**src/rtl/opcode_screen.sv**
```systemverilog
// Opcode legality screen: checks each accepted opcode against a programmable mask and forwards
// it through one registered valid/ready stage, keeping sticky error status for illegal opcodes.
module opcode_screen #(
  parameter int unsigned OP_WIDTH = 4,
  parameter logic [2**OP_WIDTH-1:0] DEFAULT_MASK = 16'h07EF,
  parameter int unsigned CNT_WIDTH = 8
) (
  input  logic                   clk,
  input  logic                   rst_n,
  input  logic                   in_valid,
  output logic                   in_ready,
  input  logic [OP_WIDTH-1:0]    in_op,
  output logic                   out_valid,
  input  logic                   out_ready,
  output logic [OP_WIDTH-1:0]    out_op,
  output logic                   out_illegal,
  input  logic                   drop_illegal,
  input  logic                   cfg_we,
  input  logic [2**OP_WIDTH-1:0] cfg_mask,
  input  logic                   err_clr,
  output logic                   err_sticky,
  output logic [CNT_WIDTH-1:0]   err_count,
  output logic [OP_WIDTH-1:0]    err_last_op
);

  localparam int unsigned MaskWidth = 2**OP_WIDTH;

  logic [MaskWidth-1:0] mask_q;
  logic                 out_valid_q, out_valid_d;
  logic [OP_WIDTH-1:0]  out_op_q;
  logic                 out_illegal_q;
  logic                 err_sticky_q, err_sticky_d;
  logic [CNT_WIDTH-1:0] err_count_q, err_count_d, count_inc;
  logic [OP_WIDTH-1:0]  err_last_op_q;

  logic accept;
  logic op_illegal;
  logic load;
  logic illegal_accept;

  assign in_ready       = ~out_valid_q | out_ready;
  assign accept         = in_valid & in_ready;
  // Checked against the mask as it stands before any same-cycle cfg_we write.
  assign op_illegal     = ~mask_q[in_op];
  assign load           = accept & ~(op_illegal & drop_illegal);
  assign illegal_accept = accept & op_illegal;

  always_comb begin
    out_valid_d = out_valid_q & ~out_ready;
    if (load) begin
      out_valid_d = 1'b1;
    end
  end

  always_comb begin
    count_inc = (err_count_q == {CNT_WIDTH{1'b1}}) ? err_count_q
                                                  : err_count_q + CNT_WIDTH'(1);
    err_count_d  = err_count_q;
    err_sticky_d = err_sticky_q;
    // A same-cycle clear loses to the illegal accept, which then counts from zero.
    if (illegal_accept) begin
      err_sticky_d = 1'b1;
      err_count_d  = err_clr ? CNT_WIDTH'(1) : count_inc;
    end else if (err_clr) begin
      err_sticky_d = 1'b0;
      err_count_d  = '0;
    end
  end

  always_ff @(posedge clk or negedge rst_n) begin
    if (!rst_n) begin
      out_valid_q   <= 1'b0;
      out_op_q      <= '0;
      out_illegal_q <= 1'b0;
    end else begin
      out_valid_q <= out_valid_d;
      if (load) begin
        out_op_q      <= in_op;
        out_illegal_q <= op_illegal;
      end
    end
  end

  always_ff @(posedge clk or negedge rst_n) begin
    if (!rst_n) begin
      err_sticky_q  <= 1'b0;
      err_count_q   <= '0;
      err_last_op_q <= '0;
    end else begin
      err_sticky_q <= err_sticky_d;
      err_count_q  <= err_count_d;
      if (illegal_accept) begin
        err_last_op_q <= in_op;
      end
    end
  end

  always_ff @(posedge clk or negedge rst_n) begin
    if (!rst_n) begin
      mask_q <= DEFAULT_MASK;
    end else if (cfg_we) begin
      mask_q <= cfg_mask;
    end
  end

  assign out_valid   = out_valid_q;
  assign out_op      = out_op_q;
  assign out_illegal = out_illegal_q;
  assign err_sticky  = err_sticky_q;
  assign err_count   = err_count_q;
  assign err_last_op = err_last_op_q;

endmodule

```
**config.mk**
```make
export PLATFORM = sky130hd
export DESIGN_NAME = opcode_screen
export DESIGN_NICKNAME = d
export VERILOG_FILES = /design/src/rtl/opcode_screen.sv
export SDC_FILE = /design/constraint.sdc
export NUM_CORES = 1
export LEC_CHECK = 0
export CAP_MARGIN = 20
export CORE_MARGIN = 4
export CORE_UTILIZATION = 45
export DETAILED_ROUTE_END_ITERATION = 16
export GPL_ROUTABILITY_DRIVEN = 0
export PLACE_DENSITY_LB_ADDON = 0.05
export SLEW_MARGIN = 40
export SYNTH_ARGS = -nofsm -noshare
export SYNTH_HDL_FRONTEND = slang
export SYNTH_SLANG_ARGS = --single-unit
```
**constraint.sdc**
```tcl
create_clock -name clk -period 4.3 [get_ports clk]
set_input_delay 0.86 -clock clk [delete_from_list [all_inputs] [get_ports clk]]
set_output_delay 0.86 -clock clk [all_outputs]
set_load 0.02 [all_outputs]
```
==> summary.md, run 1 <==
| Metric | Value |
|---|---|
| Share of Yosys cell area claimed by the top area cell type | `37.8%` |
| Die area | `4710 um^2` |
| CTS root buf | `clkbuf_8` |
| Pleak | `0.000941 uW` |
| Final wirelength | `3.53 mm` |
| CTS Hold Bufs | `0` |
| Overall Power | `~870 uW` |
| Fraction of layout cells with a size suffix above 1 | `24.0%` |
| Worst Path Required | `4.47 ns` |
| Hold Vio Cnt, Final | `0` |
| Fin. max-slew vios | `0` |
| Type of destination of the critical path | `flip-flop` |
| Setup TNS | `0 ns` |
| Critical Path Max Stage Delay | `~0.8 ns` |
| IO Pins | `47` |
| Arrival time worst endpoint | `between 3 and 4 ns` |
| Number of global-route vias before repair | `1282` |
| Slowest CP cell | `clkdlybuf4s50_1` |
| Area contributors post-synth | `dfrtp_1 (38%), dfstp_2 (16%), mux2_2 (15%), mux2i_1 (3.0%), o21ai_0 (2.4%)` |
| Min-delay worst type | `reg2reg` |
| Global-route wire length before repair | `a little under 6 mm` |
| Setup violators final | `0` |
| CORE AREA | `3440 um^2` |
| Deepest clock path buffer count | `2` |
| CP max FO | `10` |
| EDFF count, synth | `0` |
| Drc violations | `0` |
| RSZ-0062 raised after global routing | `false` |
| HP Start | `err_sticky` |
| Layout Nets | `210` |
| Most frequent cells after synthesis | `dfrtp_1 (25), mux2_2 (22), dfstp_2 (10), o21ai_0 (8)` |
| Reg2reg start | `mask_q[4]` |
| Avg WL per Cell | `15.4 um` |
| Max-cap violations | `0` |
| CP Launch Type | `input pin` |
| Seq/Total Area, Yosys | `53.7%` |
| Largest area contributor in the netlist | `dfrtp_1` |
| Cells after Synth | `133` |
| Fmax | `a little under 300 MHz` |
| FF+latch area | `888 um^2` |
| Worst skew pair latency | `around 0.28 ns` |
| Crit path from | `in_op[2]` |
| Initial Util | `48.1%` |
| Synth unique cells | `38` |
| Clock transition at path regs | `0.07 ns` |
| Worst path top cell family by delay | `multiplexers` |
| Pwr dens | `386 nW/um^2` |
| Crit share post-route | `79.7%` |
| Largest net degree at the start of global routing | `36` |
| DR vias | `1208` |
| Cells after DPL | `221` |
| Hpwl dp | `2.66 mm` |
| CTS Sinks | `35` |
| Prevailing post-synth register cell | `dfrtp_1` |
| First-pass DRT Iterations | `4` |
| Initial antenna violation count | `0` |
| Async SR Flop Fraction | `100%` |
| Worst-margin pin slew | `0.683 ns` |
| Layout Skew | `0.00750 ns` |
| GRT Total Usage | `17.1%` |
| # rows | `21` |
| Outcome | `completed` |
| Synthesized net count | `161` |
| Fill cells | `274` |
| PostCTS Resize Cnt | `0` |
| Top-count cell post-synth | `dfrtp_1` |
| Drt first-iter violations | `~110` |
| Yosys reg bits | `35` |
| Critical path, cell by cell | `clkdlybuf4s50_1 > mux2_1 > mux4_2 > nor2_1 > a21oi_1 > o21ai_0 > mux2_2` |
| Tmin final | `3.43 ns` |
| Die span in x | `68.6 um` |
| Htree depth | `2` |
| Number of port buffers | `46` |
| TritonCTS clock tree | `yes` |
| Aggregate global routing overflow | `0` |
| Buffer count from post-CTS setup fixing | `0` |
| Multi-input gate area | `between 700 and 800 um^2` |
| Average instance area after synthesis | `12.4 um^2` |
| Finished Layout Cells | `229` |
| Antenna Nets Post-Route | `0` |
| Buf+Inv Stages, Crit Path | `1` |
| Worst Hold Slack | `0.505 ns` |
| CTS buffer count | `5` |
| N_diodes | `0` |
| Slew headroom | `54.3%` |
| Synth warn | `0` |
| Max rail drop VDD | `0.247 mV` |
| DIE HEIGHT | `68.6 um` |
| Mapped cell area | `1650 um^2` |
| Worst Setup Path Type | `in2reg` |
| Area growth syn-to-layout | `35.6%` |
| Drt via density | `around 5.3` |
cell families after synthesis:
kind of cell | synth area share [%]
and+or+nand+nor | 10.7
xor gates and xnor gates | 1.59
adders and majority gates | 0.756
buffers and inverters | 2.34
DFF | 53.7
AOI/OAI and AO/OA | 8.62
muxes | 22.3
worst reg2reg max path: stages (launching register included):
cell     delay [ns]
dfrtp_1        0.38
mux2_1         0.29
mux4_2         0.52
nor2_1         0.11
a21oi_1        0.08
o21ai_0        0.45
mux2_2         0.40
cell usage in the layout (no fill, tap or decap), types with 2 or more instances in the layout:
master           count
mux2_1               3
dfrtp_1             25
mux2i_1              5
clkbuf_8             6
a21oi_1              6
nor2_1               6
o21ai_0              8
clkdlybuf4s50_1     46
nor3_1               2
and3_1               4
nand3_1              6
nand2_1              3
mux2_2              22
and2_1               2
inv_1                3
dfstp_2             10
or3_1                2
xor2_1               3
final cells by class:
type | count | area share, %
Tap cell | 46 | 2.57
Clock buffer | 7 | 3.85
Timing Repair Buffer | 47 | 20.9
Sequential cell | 35 | 39.6
Inverter | 3 | 0.502
Clock inverter | 1 | 0.223
Multi-Input combinational cell | 90 | 32.4
flip-flops by register name, indices dropped and copies added, names as in the netlist:
register and count:
mask_q 16, err_count 8, err_last_op 4, out_op 4, err_sticky 1, out_illegal 1, out_valid 1
stage by stage:
step	instance area [um^2]	setup WS [ns]	util [%]
4_1_cts	2240	0.883	65.2
2_1_floorplan	1650	1.52	-
5_1_grt	2240	0.776	65.2
3_3_place_gp	2150	0.751	62.5
3_5_place_dp	2150	0.576	62.5
6_report	2240	0.871	65.2
final timing paths:
check / to / slack [ns] / depth (start not counted)
hold / removal: err_sticky / 0.51 / 1
setup / recovery: out_op[2] / 0.87 / 7
min in group asynchronous: out_op[1] / 0.98 / 2
setup reg to reg: out_op[2] / 1.97 / 6
max in group asynchronous: mask_q[6] / 2.97 / 2
hold reg to reg: err_sticky / 0.51 / 1
routing by layer:
layer	track usage, %	vias up	share of wire, %
met5	0	-	0
met4	5.96	0	1.6
met3	5.51	7	7.7
met2	28.2	44	48
met1	20.9	578	43
li1	-	579	-
power by group:
group          switching, uW  internal (uW)  total [uW]
sequential              26.4            380         406
combinational            101            119         219
clock                    112            129         241
No activity file was read; power rests on OpenSTA's default activity.
==> run 2, diff against run 1 <==
==> constraint.sdc (replaced) <==
create_clock -name clk -period 3.5 [get_ports clk]
set_input_delay 0.7 -clock clk [delete_from_list [all_inputs] [get_ports clk]]
set_output_delay 0.7 -clock clk [all_outputs]
set_load 0.02 [all_outputs]
==> run 2 against run 1 <==
Effect of this change:
- via count unchanged
- sequential power rose by 22%
- highest routed layer unchanged
- register-to-register slack lost 0.74 ns
- clock-buffer cell count unchanged
- largest cell class unchanged
- combinational power increased by 23%
- clock skew is 0.0028 ns lower
- setup slack worse by 0.38 ns
- flip-flop and latch count is the same
- clock power grew 14%
==> summary.md, run 2 (synthesis gave the netlist of run 1 again) <==
| Metric | Value |
|---|---|
| Hpwl dp | `2.55 mm (was 2.66 mm)` |
| Avg WL per Cell | `14.9 um (was 15.4 um)` |
| CTS root buf | `clkbuf_8 (unchanged)` |
| Post-layout util | `65.3% (was 65.2%)` |
| Max-cap violations | `0 (unchanged)` |
| Number of port buffers | `46 (unchanged)` |
| CP Launch Type | `input pin (unchanged)` |
| Drt via density | `5.23 (was 5.28)` |
| Critical path depth | `6 (was 7)` |
| Initial antenna violation count | `0 (unchanged)` |
| Fill cells | `283 (was 274)` |
| Largest net degree at the start of global routing | `36 (unchanged)` |
| CTS buffer count | `5 (unchanged)` |
| Fraction of layout cells with a size suffix above 1 | `24.3% (was 24.0%)` |
| Initial Util | `48.1% (unchanged)` |
| Pwr dens | `463 nW/um^2 (was 386 nW/um^2)` |
| CORE AREA | `3440 um^2 (unchanged)` |
| DIE HEIGHT | `68.6 um (unchanged)` |
| Max rail drop VDD | `0.288 mV (was 0.247 mV)` |
| Commonest non-fill, non-tap cell in the layout | `clkdlybuf4s50_1 (unchanged)` |
| RSZ-0062 raised after global routing | `false (unchanged)` |
| Met3 GRT Util | `4.05% (was 5.51%)` |
| CTS Hold Bufs | `0 (unchanged)` |
| Die span in x | `68.6 um (unchanged)` |
| Max reg flops | `16 (unchanged)` |
| Most frequent cells in the layout | `clkdlybuf4s50_1 (46), dfrtp_1 (25), mux2_2 (22) (unchanged)` |
| Layout Skew | `0.00472 ns (was 0.00750 ns)` |
| Drt first-iter violations | `55 (was 108)` |
| DR vias | `1208 (unchanged)` |
| Deepest clock path buffer count | `2 (unchanged)` |
| Worst Path Required | `3.66 ns (was 4.47 ns)` |
| TritonCTS clock tree | `yes (unchanged)` |
| First-pass DRT Iterations | `4 (unchanged)` |
| Buffer count from post-CTS setup fixing | `0 (unchanged)` |
| Worst R2R Setup Slack | `1.23 ns (was 1.97 ns)` |
| Dpl cell area | `2170 um^2 (was 2150 um^2)` |
| Slowest CP cell | `clkdlybuf4s50_1 (unchanged)` |
| CP max FO | `7 (was 10)` |
| # rows | `21 (unchanged)` |
| GRT Total Usage | `16.2% (was 17.1%)` |
| Global-route wire length before repair | `5.62 mm (was 5.82 mm)` |
| Min-delay worst type | `reg2reg (unchanged)` |
| Arrival time worst endpoint | `3.17 ns (was 3.60 ns)` |
| Largest Register | `mask_q (unchanged)` |
| Reg2reg path depth | `5 (was 6)` |
| Fin. max-slew vios | `0 (unchanged)` |
| Type of destination of the critical path | `flip-flop (unchanged)` |
| Critical Path Max Stage Delay | `0.62 ns (was 0.80 ns)` |
| Crit share post-route | `86.0%` |
| Htree depth | `2 (unchanged)` |
| Buf+Inv Stages, Crit Path | `1 (unchanged)` |
| Antenna Nets Post-Route | `0 (unchanged)` |
| Number of global-route vias before repair | `1215 (was 1282)` |
| Slew headroom | `54.2% (was 54.3%)` |
| PostCTS Resize Cnt | `0 (unchanged)` |
| Critical path, cell by cell | `clkdlybuf4s50_1 > mux2_1 > mux4_2 > nor3_4 > or2_1 > mux2_2 (was clkdlybuf4s50_1 > mux2_1 > mux4_2 > nor2_1 > a21oi_1 > o21ai_0 > mux2_2)` |
| Finished Cell Area | `2250 um^2 (was 2240 um^2)` |
| Outcome | `completed (unchanged)` |
| Layout Nets | `212 (was 210)` |
| Busiest metal layer after global routing | `met2 (unchanged)` |
| IO Pins | `47 (unchanged)` |
| Worst Setup Path Type | `in2reg (unchanged)` |
| Fmax | `332 MHz` |
| Drc violations | `0 (unchanged)` |
| Die area | `4710 um^2 (unchanged)` |
| CTS Sinks | `35 (unchanged)` |
| Hold Crit Depth | `1 (unchanged)` |
| Setup TNS | `0 ns (unchanged)` |
| Setup violators final | `0 (unchanged)` |
| Worst skew pair latency | `0.28 ns (about the same)` |
| Aggregate global routing overflow | `0 (unchanged)` |
| Clock transition at path regs | `0.07 ns (about the same)` |
| Worst-margin pin slew | `0.685 ns (was 0.683 ns)` |
| N_diodes | `0 (unchanged)` |
| Met2 Use GR | `25.5% (was 28.2%)` |
| Final wirelength | `3.45 mm (was 3.53 mm)` |
| Worst path top cell family by delay | `multiplexers (unchanged)` |
| Area growth syn-to-layout | `35.9% (was 35.6%)` |
| Hold Vio Cnt, Final | `0 (unchanged)` |
| Tmin final | `3.01 ns` |
| M1 GR Usage | `21.5% (was 20.9%)` |
| Pleak | `0.000945 uW (was 0.000941 uW)` |
-- run 2: routing by layer --
| metal | up-vias | routed length [um] | share of wire, % |
|---|---|---|---|
| li1 | 587 | - | - |
| met1 | 578 | 1590 | 46 |
| met2 | 38 | 1600 | 46 |
| met3 | 5 | 234 | 6.8 |
| met4 | 0 | 31 | 0.90 |
| met5 | - | 0 | 0 |
-- run 2: power by group --
group	internal [uW]	switching (uW)	leakage, uW
Sequential	466	30.6	0.000415
Combinational	148	122	0.000487
Clock	140	135	0.0000422
Total	753	287	0.000945
-- run 2: final timing paths --
kind / startpoint / endpoint
max in group asynchronous: rst_n / mask_q[9]
hold reg to reg: err_sticky / err_sticky
setup / recovery: in_op[2] / err_last_op[1]
setup reg to reg: mask_q[4] / err_last_op[1]
min in group asynchronous: rst_n / out_op[2]
hold / removal: err_sticky / err_sticky
-- run 2: final cells by class --
| class | count | area, um^2 | area share [%] |
|---|---|---|---|
| clock buffer | 7 | 76.3 | 3.39 |
| clock inverter | 1 | 5.00 | 0.223 |
| inverter | 3 | 11.3 | 0.501 |
| multi-input combinational | 90 | 727 | 32.3 |
| sequential | 35 | 888 | 39.5 |
| tap | 46 | 57.6 | 2.56 |
| timing repair buffer | 49 | 483 | 21.5 |
-- run 2: stage by stage --
step           hold WS (ns)  power, uW  setup WS [ns]  instances
2_1_floorplan         0.404        639          0.884        133
3_3_place_gp          0.486        772          0.286        223
3_5_place_dp          0.477        777          0.192        223
4_1_cts               0.500       1060          0.488        231
5_1_grt               0.529       1100          0.391        231
6_report              0.501       1040          0.491        231
